**config.mk**
```make
export PLATFORM = sky130hd
export DESIGN_NAME = multicycle_ctrl
export DESIGN_NICKNAME = d
export VERILOG_FILES = /design/src/rtl/riscv_pkg.sv /design/src/rtl/inst_legal_check.sv /design/src/rtl/multicycle_ctrl.sv
export SDC_FILE = /design/constraint.sdc
export NUM_CORES = 1
export LEC_CHECK = 0
export BUFFER_PORTS_ARGS = -buffer_cell sky130_fd_sc_hd__buf_2
export CAP_MARGIN = 30
export CORE_MARGIN = 2
export CORE_UTILIZATION = 35
export CTS_CLUSTER_SIZE = 16
export DETAILED_ROUTE_END_ITERATION = 16
export GPL_TIMING_DRIVEN = 0
export MAX_ROUTING_LAYER = met4
export PLACE_DENSITY = 0.55
export SLEW_MARGIN = 40
export SYNTH_ARGS = -nofsm -noshare
export SYNTH_HDL_FRONTEND = slang
export SYNTH_SLANG_ARGS = --single-unit
```
**constraint.sdc**
```tcl
create_clock -name clk -period 3.7 [get_ports clk]
set_input_delay 0.74 -clock clk [delete_from_list [all_inputs] [get_ports clk]]
set_output_delay 0.74 -clock clk [all_outputs]
set_load 0.02 [all_outputs]
```
**src/rtl/riscv_pkg.sv**
```systemverilog
// riscv_pkg: shared definitions for the RV32 multi-cycle control path.
//   - opcode constants for the supported instruction classes
//   - ctrl_state_t: control FSM state encoding
//   - alu_op_t and ALU operation constants ({funct7[5], funct3} encoding)
//   - trap_cause_t: encoding of the sticky trap cause
//   - branch_taken(): branch condition evaluation from funct3 and ALU flags
package riscv_pkg;

    localparam logic [6:0] OPC_LOAD   = 7'b0000011;
    localparam logic [6:0] OPC_STORE  = 7'b0100011;
    localparam logic [6:0] OPC_OP     = 7'b0110011;
    localparam logic [6:0] OPC_BRANCH = 7'b1100011;

    typedef enum logic [2:0] {
        ST_IDLE,
        ST_FETCH,
        ST_DECODE,
        ST_EXEC,
        ST_MEM,
        ST_WB,
        ST_TRAP
    } ctrl_state_t;

    // ALU op codes follow the R-type {funct7[5], funct3} layout so OP
    // instructions can pass their fields straight through.
    typedef logic [3:0] alu_op_t;
    localparam alu_op_t ALU_ADD  = 4'b0000;
    localparam alu_op_t ALU_SLL  = 4'b0001;
    localparam alu_op_t ALU_SLT  = 4'b0010;
    localparam alu_op_t ALU_SLTU = 4'b0011;
    localparam alu_op_t ALU_XOR  = 4'b0100;
    localparam alu_op_t ALU_SRL  = 4'b0101;
    localparam alu_op_t ALU_OR   = 4'b0110;
    localparam alu_op_t ALU_AND  = 4'b0111;
    localparam alu_op_t ALU_SUB  = 4'b1000;
    localparam alu_op_t ALU_SRA  = 4'b1101;

    typedef enum logic [1:0] {
        CAUSE_NONE    = 2'b00,
        CAUSE_ILLEGAL = 2'b01,
        CAUSE_IMEM_TO = 2'b10,
        CAUSE_DMEM_TO = 2'b11
    } trap_cause_t;

    // funct3[2:1] selects the flag (00 eq, 10 signed lt, 11 unsigned lt),
    // funct3[0] inverts it (BNE/BGE/BGEU).
    function automatic logic branch_taken(input logic [2:0] f3,
                                          input logic zero,
                                          input logic lt,
                                          input logic ltu);
        logic cond;
        case (f3[2:1])
            2'b00:   cond = zero;
            2'b10:   cond = lt;
            2'b11:   cond = ltu;
            default: cond = 1'b0;
        endcase
        return cond ^ f3[0];
    endfunction

endpackage

```
**src/rtl/inst_legal_check.sv**
```systemverilog
// inst_legal_check: purely combinational instruction classifier.
//   opcode/funct3/funct7 in  - decoder fields
//   is_load/is_store/is_op/is_branch out - one-hot opcode class (all 0 for
//                                          unknown opcodes)
//   legal out - instruction belongs to the supported subset
module inst_legal_check
    import riscv_pkg::*;
(
    input  logic [6:0] opcode,
    input  logic [2:0] funct3,
    input  logic [6:0] funct7,
    output logic       is_load,
    output logic       is_store,
    output logic       is_op,
    output logic       is_branch,
    output logic       legal
);

    logic load_ok;
    logic store_ok;
    logic op_ok;
    logic branch_ok;

    assign is_load   = (opcode == OPC_LOAD);
    assign is_store  = (opcode == OPC_STORE);
    assign is_op     = (opcode == OPC_OP);
    assign is_branch = (opcode == OPC_BRANCH);

    // LB/LH/LW/LBU/LHU
    assign load_ok   = (funct3 != 3'b011) && (funct3 != 3'b110) && (funct3 != 3'b111);
    // SB/SH/SW
    assign store_ok  = (funct3 == 3'b000) || (funct3 == 3'b001) || (funct3 == 3'b010);
    // Base R-type, plus SUB and SRA as the only funct7=0100000 encodings
    assign op_ok     = (funct7 == 7'b0000000) ||
                       ((funct7 == 7'b0100000) && ((funct3 == 3'b000) || (funct3 == 3'b101)));
    assign branch_ok = (funct3 != 3'b010) && (funct3 != 3'b011);

    assign legal = (is_load & load_ok) | (is_store & store_ok) |
                   (is_op & op_ok) | (is_branch & branch_ok);

endmodule

```
**src/rtl/multicycle_ctrl.sv**
```systemverilog
// multicycle_ctrl: control FSM sequencing fetch/decode/execute/memory/
// writeback for the RV32 multi-cycle core.
//   clk, rst_n                - clock, asynchronous active-low reset
//   opcode, funct3, funct7    - decoder fields (stable from DECODE onward)
//   alu_zero, alu_lt, alu_ltu - ALU comparison flags for branches
//   imem_req/imem_ack         - instruction fetch handshake
//   dmem_req/dmem_we/dmem_ack - data access handshake
//   ir_we, pc_we, pc_sel, rf_we, wb_sel, alu_src_imm, alu_op - datapath ctrl
//   instret                   - retired-instruction counter (counts pc_we)
//   trap, trap_cause          - sticky halt flag and its cause
module multicycle_ctrl
    import riscv_pkg::*;
#(
    parameter int TIMEOUT_CYCLES = 16
) (
    input  logic        clk,
    input  logic        rst_n,
    input  logic [6:0]  opcode,
    input  logic [2:0]  funct3,
    input  logic [6:0]  funct7,
    input  logic        alu_zero,
    input  logic        alu_lt,
    input  logic        alu_ltu,
    output logic        imem_req,
    input  logic        imem_ack,
    output logic        dmem_req,
    output logic        dmem_we,
    input  logic        dmem_ack,
    output logic        ir_we,
    output logic        pc_we,
    output logic        pc_sel,
    output logic        rf_we,
    output logic        wb_sel,
    output logic        alu_src_imm,
    output logic [3:0]  alu_op,
    output logic [31:0] instret,
    output logic        trap,
    output logic [1:0]  trap_cause
);

    localparam int CNT_W = $clog2(TIMEOUT_CYCLES + 1);
    localparam logic [CNT_W-1:0] CNT_LIMIT = CNT_W'(TIMEOUT_CYCLES - 1);

    ctrl_state_t      state_reg, state_next;
    logic [CNT_W-1:0] cnt_reg, cnt_next;
    trap_cause_t      cause_reg, cause_next;
    logic             trap_reg;
    logic [31:0]      instret_reg;

    logic is_load, is_store, is_op, is_branch, legal;

    inst_legal_check u_legal (
        .opcode    (opcode),
        .funct3    (funct3),
        .funct7    (funct7),
        .is_load   (is_load),
        .is_store  (is_store),
        .is_op     (is_op),
        .is_branch (is_branch),
        .legal     (legal)
    );

    always_ff @(posedge clk or negedge rst_n) begin
        if (!rst_n) begin
            state_reg   <= ST_IDLE;
            cnt_reg     <= '0;
            cause_reg   <= CAUSE_NONE;
            trap_reg    <= 1'b0;
            instret_reg <= '0;
        end else begin
            state_reg   <= state_next;
            cnt_reg     <= cnt_next;
            cause_reg   <= cause_next;
            if (state_next == ST_TRAP) begin
                trap_reg <= 1'b1;
            end
            if (pc_we) begin
                instret_reg <= instret_reg + 32'd1;
            end
        end
    end

    always_comb begin
        state_next  = state_reg;
        cnt_next    = '0;  // cleared on every transition; wait loops override
        cause_next  = cause_reg;
        imem_req    = 1'b0;
        dmem_req    = 1'b0;
        dmem_we     = 1'b0;
        ir_we       = 1'b0;
        pc_we       = 1'b0;
        pc_sel      = 1'b0;
        rf_we       = 1'b0;
        wb_sel      = 1'b0;
        alu_src_imm = 1'b0;
        alu_op      = ALU_ADD;

        case (state_reg)
            ST_IDLE: begin
                state_next = ST_FETCH;
            end
            ST_FETCH: begin
                imem_req = 1'b1;
                // An ack arriving in the final allowed cycle still wins.
                if (imem_ack) begin
                    ir_we      = 1'b1;
                    state_next = ST_DECODE;
                end else if (cnt_reg == CNT_LIMIT) begin
                    state_next = ST_TRAP;
                    cause_next = CAUSE_IMEM_TO;
                end else begin
                    cnt_next = cnt_reg + 1'b1;
                end
            end
            ST_DECODE: begin
                if (legal) begin
                    state_next = ST_EXEC;
                end else begin
                    state_next = ST_TRAP;
                    cause_next = CAUSE_ILLEGAL;
                end
            end
            ST_EXEC: begin
                if (is_op) begin
                    alu_op     = {funct7[5], funct3};
                    state_next = ST_WB;
                end else if (is_load || is_store) begin
                    alu_src_imm = 1'b1;
                    state_next  = ST_MEM;
                end else if (is_branch) begin
                    alu_op     = ALU_SUB;
                    pc_we      = 1'b1;
                    pc_sel     = branch_taken(funct3, alu_zero, alu_lt, alu_ltu);
                    state_next = ST_FETCH;
                end else begin
                    // Only reachable if the IR changed after DECODE.
                    state_next = ST_TRAP;
                    cause_next = CAUSE_ILLEGAL;
                end
            end
            ST_MEM: begin
                dmem_req    = 1'b1;
                dmem_we     = is_store;
                alu_src_imm = 1'b1;
                if (dmem_ack) begin
                    if (is_load) begin
                        state_next = ST_WB;
                    end else begin
                        pc_we      = 1'b1;
                        state_next = ST_FETCH;
                    end
                end else if (cnt_reg == CNT_LIMIT) begin
                    state_next = ST_TRAP;
                    cause_next = CAUSE_DMEM_TO;
                end else begin
                    cnt_next = cnt_reg + 1'b1;
                end
            end
            ST_WB: begin
                rf_we      = 1'b1;
                wb_sel     = is_load;
                pc_we      = 1'b1;
                state_next = ST_FETCH;
            end
            ST_TRAP: begin
                state_next = ST_TRAP;
            end
            default: begin
                state_next = ST_IDLE;
            end
        endcase
    end

    assign instret    = instret_reg;
    assign trap       = trap_reg;
    assign trap_cause = cause_reg;

endmodule

```
# Yosys cells after proc, flatten, opt, wreduce, memory -nomap -nowiden
# Cells that the tools add are included.
[classes]
n_addsub = 2
mul = 0
div = 0
magnitude_cmp = 0
eq_ne = 30
n_shift = 0
muxes = 51
n_bitwise = 8
reduce_logical = 16
[op_table]
columns = ["op", "n"]
rows = [
  ["$add 32x1->32 const B", 1],
  ["$mux 3", 8],
  ["$mux 1", 22],
  ["$eq 7x6->1 const B", 3],
  ["$pmux 3 s6", 1],
  ["$mux 2", 8],
  ["$mux 4", 4],
  ["$ne 2x2->1 const B", 8],
  ["$eq 3x3->1 const B", 5],
  ["$mux 5", 3],
  ["$pmux 5 s2", 1],
  ["$eq 3x2->1 const B", 3],
  ["$reduce_and 9->1", 1],
  ["$pmux 2 s4", 1],
  ["$eq 7x2->1 const B", 1],
  ["$eq 7x7->1 const B", 1],
  ["$logic_not 7->1", 1],
  ["$eq 3x1->1 const B", 2],
  ["$logic_not 3->1", 2],
  ["$ne 3x2->1 const B", 2],
  ["$ne 3x3->1 const B", 2],
  ["$pmux 1 s3", 2],
  ["$add 5x1->5 const B", 1],
  ["$eq 5x4->1 const B", 1],
  ["10 further kinds", 23],
]
[word_totals]
ff_bits = 43
latchBits = 0
mem_bits_rw = 0
rom_bits = 0
inputBits = 24
out_inout_bits = 48
mem_count = 0

# Logic depth before layout (Yosys ltp)
# Gate-level depths: netlist (run 1).
[logic_depth]
depth_word = 11
depth_mapped = 9
mapped_depth_nobuf = 7

# Modules after synthesis
# Synthesis (run 1) repeated with hierarchy kept, for this count alone.
[unflattened]
cells_unflattened = 251
area_unflattened_um2 = 2643.8
[modules_own_cells]
columns = ["module", "instances", "cells_each", "area_each_um2"]
rows = [
  ["multicycle_ctrl", 1, 233, 2512.4],
  ["inst_legal_check", 1, 18, 131.4],
]

# Worst setup path before layout (run 1)
# OpenSTA, ideal clock, no wires.
[synth_timing]
path_type = "input to output"
start = "input funct3[1]"
end = "output pc_sel"
arrival_ns = 1.922
setup_slack_ns = 1.038
stages = 4
path_cell_list = "mux2_2 -> a22oi_1 -> xor2_1 -> nor4_1"
[synth_between]
elab_chain_len = 11
elab_cells_between_ends = 13
[synth_rtl]
columns = ["element", "line_no", "source"]
rows = [
  ["start: declaration", "multicycle_ctrl.sv:19", "input logic [2:0] funct3,"],
  ["$eq 2x2->1 / $logic_not 2->1 (equally long branches)", "riscv_pkg.sv:52", "case (f3[2:1])"],
  ["$pmux 1 s3 *", "riscv_pkg.sv:52", ""],
  ["$mux 1 *", "multicycle_ctrl.sv:130", "end else if (is_branch) begin"],
  ["$mux 1 *", "multicycle_ctrl.sv:127", "end else if (is_load || is_store) begin"],
  ["$mux 1 *", "multicycle_ctrl.sv:124", "if (is_op) begin"],
  ["$mux 1 *", "multicycle_ctrl.sv:98", "case (state_reg)"],
  ["$xor 1x1->1 *", "riscv_pkg.sv:58", "return cond ^ f3[0];"],
  ["$mux 1 *", "multicycle_ctrl.sv:130", ""],
  ["$mux 1 *", "multicycle_ctrl.sv:127", ""],
  ["$mux 1 *", "multicycle_ctrl.sv:124", ""],
  ["$mux 1 *", "multicycle_ctrl.sv:98", ""],
  ["end: declaration", "multicycle_ctrl.sv:31", "output logic pc_sel,"],
]
# Every way passes the cells marked *; elsewhere a longest branch is shown, timed or not. The select of a mux whose other input is x is not followed.

# Final worst setup path (run 1)
[layout_timing]
start = "register state_reg[0]"
end = "output alu_src_imm"
[layout_between]
elab_chain_len = 2
elab_cells_between_ends = 3
[layout_rtl]
columns = ["element", "line_no", "source"]
rows = [
  ["start: declaration", "multicycle_ctrl.sv:44", "ctrl_state_t state_reg, state_next;"],
  ["start signal: assignment", "multicycle_ctrl.sv:71", "state_reg <= state_next;"],
  ["$eq 3x3->1 / $eq 3x2->1 (equally long branches)", "multicycle_ctrl.sv:98", ""],
  ["$pmux 1 s2 *", "multicycle_ctrl.sv:98", ""],
  ["end: declaration", "multicycle_ctrl.sv:34", "output logic alu_src_imm,"],
]
# Every way passes the cells marked *; elsewhere a longest branch is shown, timed or not.

==> summary.md, run 1 <==
| Metric | Value |
|---|---|
| Outcome | `complete, no violations` |
| Antenna Cells | `0` |
| Endpoints failing setup | `0` |
| Period Utilization, post-route | `0.7396` |
| Post-synth EDFFs | `0` |
| Rows | `31` |
| NetSw | `~0.00052 W` |
| Reg2Reg Setup Slack | `around 1.9 ns` |
| Setup TNS | `0 ns` |
| Static Leak | `between 1 and 1.5 nW` |
| Register bit total from synthesis | `43` |
| Post-synthesis cell area | `0.002537 mm²` |
| Core Area | `~0.0071 mm²` |
| Final wirelength | `5484 µm` |
| Synth Warn # | `0` |
| Avg WL per Cell | `around 13 µm` |
| Via count | `roughly 2100` |
| Most frequent CP cell | `buf_2` |
| Horiz. Die Dim | `a little under 90 µm` |
| Syn nets | `~270` |
| Hold Violations, Final | `0` |
| Critical path class | `flop to output port` |
| Total GRT Usage | `0.1508` |
| CTS H-Tree Depth | `2` |
| Hold Buf Count CTS | `0` |
| CTS clock-pin slew for the worst setup and hold paths | `0.09 ns` |
| Maximum VDD drop | `197.1 µV` |
| Avg Inst Size Synth | `~11 µm²` |
| Switching share of total power | `0.3837` |
| Fin cells | `approximately 420` |
| Tmin final | `2.737 ns` |
| Clk pwr share | `0.228` |
| Sequential share of power | `0.421` |
| CTS tree | `yes` |
| Vias per Instance | `slightly below 5` |
| Clk_skew | `0.009766 ns` |
| Most common cell after layout, fill and taps aside | `buf_2` |
| Die area | `approximately 0.0079 mm²` |
| Cells after synthesis | `240` |
| DP HPWL | `a little over 4000 µm` |
| Total grt overflow | `0` |
| Sink Count | `43` |
| Unrepaired setup endpoints after global routing | `no` |
| Placed insts | `just over 400` |
| Slew at the pin closest to its max-slew limit | `approximately 0.56 ns` |
| Top FF cell, synth | `dfrtp_1` |
| Hold_ws | `between 0.4 and 0.5 ns` |
| Total power | `0.001364 W` |
| Starting Density | `0.3555` |
| Most frequent cells in the layout | `buf_2, dfrtp_1, xnor2_1, nand2_1, and3_1` |
| Clock root buffer | `clkbuf_8` |
| Share of layout cells above drive strength 1 | `0.3511` |
| Cell area after placement | `between 0.003 and 0.004 mm²` |
| Largest net degree at the start of global routing | `44` |
| CP Capture Type | `output port` |
| CP max stage delay | `0.40 ns` |
| Critical path launch point type | `flop` |
| Ports | `a little over 70` |
| Power per cell area | `~440 mW/mm²` |
| Worst slew margin | `0.6254` |
| WP data required | `2.96 ns` |
| Combinational power share | `0.350` |
| Routability congestion estimate | `around 0.82` |
| Port buffer count | `71` |
| Vias in the first global route | `~2000` |
| Antenna Nets Post-Route | `0` |
| Die height | `89.15 µm` |
| Area growth, synth to finish | `22.63%` |
| CP Cell Sequence | `buf_2 -> nor2b_1 -> nand2_1 -> o41ai_1 -> buf_2` |
| Sequential fraction of the synthesis area | `0.4241` |
| CP max FO | `10` |
| Min-Delay Path Class | `input port to async pin` |
| Initial DRT Pass Iterations | `4` |
| Max Clk Rate | `roughly 370 MHz` |
| Final Max Slew Viols | `0` |
| DRT iter0 DRCs | `roughly 60` |
| Internal power | `0.0008405 W` |
| Async SR Flop Fraction | `1.000` |
| Max Buffers Root-to-Sink | `2` |
| Resize count post-CTS | `0` |
| Clock Latency Late Sink | `roughly 0.3 ns` |
| Design Area, Final | `0.003112 mm²` |
| First-pass GRT wire length | `roughly 9300 µm` |
| Initial antenna violation count | `0` |
| CP max stage cell | `dfrtp_1` |
| Post-synth cell types | `56` |
| DRC violations left | `0` |
| Max reg flops | `32` |
| Max-cap viol count | `0` |
| Total CTS buffers | `5` |
| Post-CTS Setup Inserts | `0` |
| Crit path arrival time | `about 2.0 ns` |
| Nets@finish | `344` |
==> cell families after synthesis <==
logic type	synth area share
mux	0.008875
fa+ha+maj	0.009860
buf+inv	0.04339
compound gates	0.1040
flops	0.4241
xor+xnor	0.1208
simple gates	0.2890
==> synth_stat cells (all sizes together) (2+ instances only) <==
library cell / number / share of area
buf: 8 / 0.032
nand3b: 2 / 0.0059
nor4: 5 / 0.018
and2b: 2 / 0.0059
nor2b: 5 / 0.012
nand3: 19 / 0.051
dfrtp: 43 / 0.42
a31oi: 3 / 0.019
o211ai: 4 / 0.017
inv: 7 / 0.010
a21boi: 2 / 0.0059
and2: 7 / 0.017
mux2: 2 / 0.0089
nand2b: 4 / 0.0099
nand2: 13 / 0.019
and4: 3 / 0.011
xor2: 4 / 0.014
nand4: 14 / 0.045
ha: 2 / 0.0099
xnor2: 31 / 0.11
a21oi: 7 / 0.014
o21ai: 6 / 0.013
nor2: 10 / 0.015
nor3b: 2 / 0.0059
and3: 13 / 0.032
a22oi: 3 / 0.011
nor3: 2 / 0.0039
==> per-layer routing <==
metal / global-route usage / routed length [µm] / up-vias / part of all wire
li1: - / - / 1021 / -
met1: 0.1884 / 2436 / 987 / 0.44
met2: 0.2559 / 2739 / 53 / 0.50
met3: 0.02678 / 272 / 5 / 0.050
met4: 0.03256 / 36 / 0 / 0.0066
met5: - / 0 / - / 0
==> power by group through the flow <==
stage	Combinational (W)	Sequential (W)	Clock [W]
4_1_cts	0.000489	0.000577	0.000325
6_report	0.000478	0.000575	0.000311
2_1_floorplan	0.000309	0.000612	0
5_1_grt	0.000537	0.000587	0.000344
3_3_place_gp	0.000482	0.000584	0
3_5_place_dp	0.000488	0.000586	0
==> stage by stage <==
stage,setup slack [ns],util
after detailed placement,0.9521,0.4230
after CTS,0.9521,0.4360
final,0.9635,0.4360
after global routing,0.7552,0.4360
after global placement,0.9455,0.4227
after floorplan,1.038,-
==> cell type report <==
| class | count | area [µm²] |
|---|---|---|
| buffer | 9 | 83.83 |
| clock buffer | 5 | 68.82 |
| clock inverter | 3 | 23.77 |
| fill | 742 | 4025 |
| inverter | 7 | 26.28 |
| multi-input combinational | 181 | 1351 |
| sequential | 43 | 1076 |
| tap | 99 | 123.9 |
| timing repair buffer | 71 | 357.8 |
==> worst paths after layout <==
kind	end	cells past startpoint	start
worst max-delay path	alu_src_imm	5	state_reg[0]
worst min-delay path	instret[28]	1	rst_n
worst max register to register	instret[27]	5	instret[18]
worst min register to register	instret[31]	1	instret[31]
max in group asynchronous	instret[21]	1	rst_n
min in group clk	instret[31]	1	instret[31]
==> worst max-delay path, delay by kind of cell, from the launching register on <==
family	cells	cell delay [ns]
and+or+nand+nor	2	0.46
AOI/OAI and AO/OA	1	0.39
DFF	1	0.40
buffers and inverters	2	0.47
(Power assumes the default switching activity.)
==> run 2: changes to the inputs <==
- PLACE_DENSITY: 0.55 -> 0.58
- clock period: 3.7 -> 2.4 ns (I/O delays scaled with it)
==> run 2 against run 1 <==
Compared with the run above: flip-flop and latch count unchanged; critical path depth increased by 3; wire length increased by 3.6%; setup slack got worse by 0.83 ns; utilization increased by 0.46 points; clock skew decreased by 0.0060 ns; highest routed layer unchanged.
==> summary.md, run 2 (synthesis gave the netlist of run 1 again) <==
| Metric | Value |
|---|---|
| Outcome | `complete, no violations` |
| CTS H-Tree Depth | `2 (unchanged)` |
| Sink Count | `43 (unchanged)` |
| Highest metal used | `met4` |
| Antenna Cells | `0 (unchanged)` |
| Placed insts | `410 (unchanged)` |
| Total GRT Usage | `0.1496 (-0.001219)` |
| Nets@finish | `344 (unchanged)` |
| Total CTS buffers | `5 (unchanged)` |
| CP Capture Type | `output port` |
| Most frequent cells in the layout | `buf_2, dfrtp_1, xnor2_1, nand2_1, and3_1` |
| RR Startpoint | `instret[18]` |
| Horiz. Die Dim | `89.15 µm (unchanged)` |
| Cell area after placement | `0.003019 mm² (unchanged)` |
| Hold Violations, Final | `0 (unchanged)` |
| WP data required | `1.92 ns (-1.04 ns)` |
| Period Utilization, post-route | `0.9430` |
| Total grt overflow | `0 (unchanged)` |
| Endpoints failing setup | `0 (unchanged)` |
| Design Area, Final | `0.003144 mm² (+1.0%)` |
| CP max FO | `10 (unchanged)` |
| Met2 WL post-DR | `2773 µm (+1.2%)` |
| Final Max Slew Viols | `0 (unchanged)` |
| Maximum VDD drop | `337.0 µV (+71%)` |
| WP depth | `8 (+3)` |
| Min-Delay Path Class | `input port to async pin` |
| Tmin final | `about 2.3 ns` |
| Worst r2r path cells | `5 (unchanged)` |
| Worst setup path startpoint | `state_reg[2]` |
| Clock root buffer | `clkbuf_8` |
| Post-CTS Setup Inserts | `0 (unchanged)` |
| Rows | `31 (unchanged)` |
| Max Clk Rate | `around 440 MHz` |
| Final wirelength | `5679 µm (+3.6%)` |
| Core Area | `0.007137 mm² (unchanged)` |
| Slew at the pin closest to its max-slew limit | `0.5991 ns (+0.04233 ns)` |
| Critical path class | `flop to output port` |
| Clk_skew | `0.003759 ns (-0.006008 ns)` |
| DRT iter0 DRCs | `34 (-42%)` |
| CP Cell Sequence | `buf_4 -> and2b_1 -> nand2b_1 -> inv_2 -> o211ai_4 -> and3_1 -> inv_1 -> buf_2` |
| Final core occ | `0.4406 (+0.004558)` |
| Crit path arrival time | `1.78 ns (-0.22 ns)` |
| Initial antenna violation count | `0 (unchanged)` |
| Critical path launch point type | `flop` |
| Metal-1 WL | `2592 µm (+6.4%)` |
| Worst slew margin | `0.5969 (-0.02848)` |
| Setup TNS | `0 ns (unchanged)` |
| Share of layout cells above drive strength 1 | `0.3574 (+0.006270)` |
| Vias in the first global route | `2024 (+1.0%)` |
| Fin cells | `418 (unchanged)` |
| CTS tree | `yes` |
| Hold_ws | `0.1665 ns (-0.2449 ns)` |
| First-pass GRT wire length | `9197 µm (-0.82%)` |
| Reg2Reg Setup Slack | `0.53 ns (-1.34 ns)` |
| Max-cap viol count | `0 (unchanged)` |
| Largest net degree at the start of global routing | `44 (unchanged)` |
| Clock Latency Late Sink | `0.29 ns (about the same)` |
| Power per cell area | `705.3 mW/mm² (+61%)` |
| CP max stage delay | `0.37 ns (-0.03 ns)` |
| Initial DRT Pass Iterations | `4 (unchanged)` |
| Via count | `2066 (unchanged)` |
| Area growth, synth to finish | `23.92%` |
| Die area | `0.007947 mm² (unchanged)` |
| Static Leak | `1.485 nW (+1.4%)` |
| Max Buffers Root-to-Sink | `2 (unchanged)` |
| CTS clock-pin slew for the worst setup and hold paths | `0.09 ns (about the same)` |
| Worst r2r dst | `instret[27]` |
| Antenna Nets Post-Route | `0 (unchanged)` |
| DP HPWL | `4203 µm (+1.7%)` |
| Unrepaired setup endpoints after global routing | `no` |
| Setup crit end | `pc_we` |
| Most common cell after layout, fill and taps aside | `buf_2` |
| Ports | `72 (unchanged)` |
| Port buffer count | `71 (unchanged)` |
| Max reg flops | `32 (unchanged)` |
| Starting Density | `0.3555 (unchanged)` |
| Fillers | `734 (-1.1%)` |
| Critical path buffer and inverter count | `4 (+2)` |
| Critical path's top delay family | `simple AND/OR/NAND/NOR gates` |
| DRC violations left | `0 (unchanged)` |
| Metal3 WL | `291 µm (+7.0%)` |
| Routability congestion estimate | `0.7726 (-5.7%)` |
| CP max stage cell | `dfrtp_1` |
| Avg WL per Cell | `13.59 µm (+3.6%)` |
| Vias per Instance | `4.943 (unchanged)` |
| Die height | `89.15 µm (unchanged)` |
-- run 2: cell types whose count changed in the layout (fill, tap and decap cells not counted), sizes merged --
cell,previous run,this run
clkinvlp,2,0
buf,79,78
clkinv,0,2
clkbuf,6,7
bufinv,0,1
inv,8,7
-- run 2: worst reg2reg max path, delay by kind of cell (launching register included) --
kind	cells	cell delay [ns]
AND/OR/NAND/NOR	4	1.21
flip-flops	1	0.43
XOR/XNOR	1	0.14
-- run 2: area by class of cell --
class,count,area (µm²),share of cell area
Buffer,9,86.33,0.02746
Clock buffer,5,68.82,0.02189
Clock inverter,3,43.79,0.01393
Inverter,7,26.28,0.008357
Multi-Input combinational cell,181,1361,0.4329
Sequential cell,43,1076,0.3422
Tap cell,99,123.9,0.03940
Timing Repair Buffer,71,357.8,0.1138
-- run 2: repair_timing --
item,CTS,global route
gates resized for setup,1,3
setup endpoints to repair,4,4
hold buffers,0,0
pin swaps,0,0
-- run 2: worst min path at each step --
stage | start | to | cells past startpoint
after floorplan | rst_n | cnt_reg[0] | 0
after global placement | instret[31] | instret[31] | 1
after detailed placement | instret[31] | instret[31] | 1
after CTS | rst_n | instret[27] | 1
after global routing | rst_n | instret[28] | 1
final | rst_n | instret[27] | 1
-- run 2: per-layer routing --
metal / up-vias / GRT usage
met5: - / -
met4: 0 / 0.02849
met3: 2 / 0.03047
met2: 54 / 0.2525
met1: 992 / 0.1871
li1: 1018 / -
-- run 2: power breakdown --
group,internal [W],switching [W]
clock network,0.000310,0.000258
registers,0.000803,0.0000834
logic,0.000295,0.000468
total,0.00141,0.000809
-- run 2: metrics by stage --
step           setup slack [ns]  power (W)
2_1_floorplan            0.2158   0.001420
3_3_place_gp             0.1717   0.001641
3_5_place_dp             0.1381   0.001657
4_1_cts                 0.04791   0.002233
5_1_grt                 0.03573   0.002341
6_report                 0.1368   0.002218
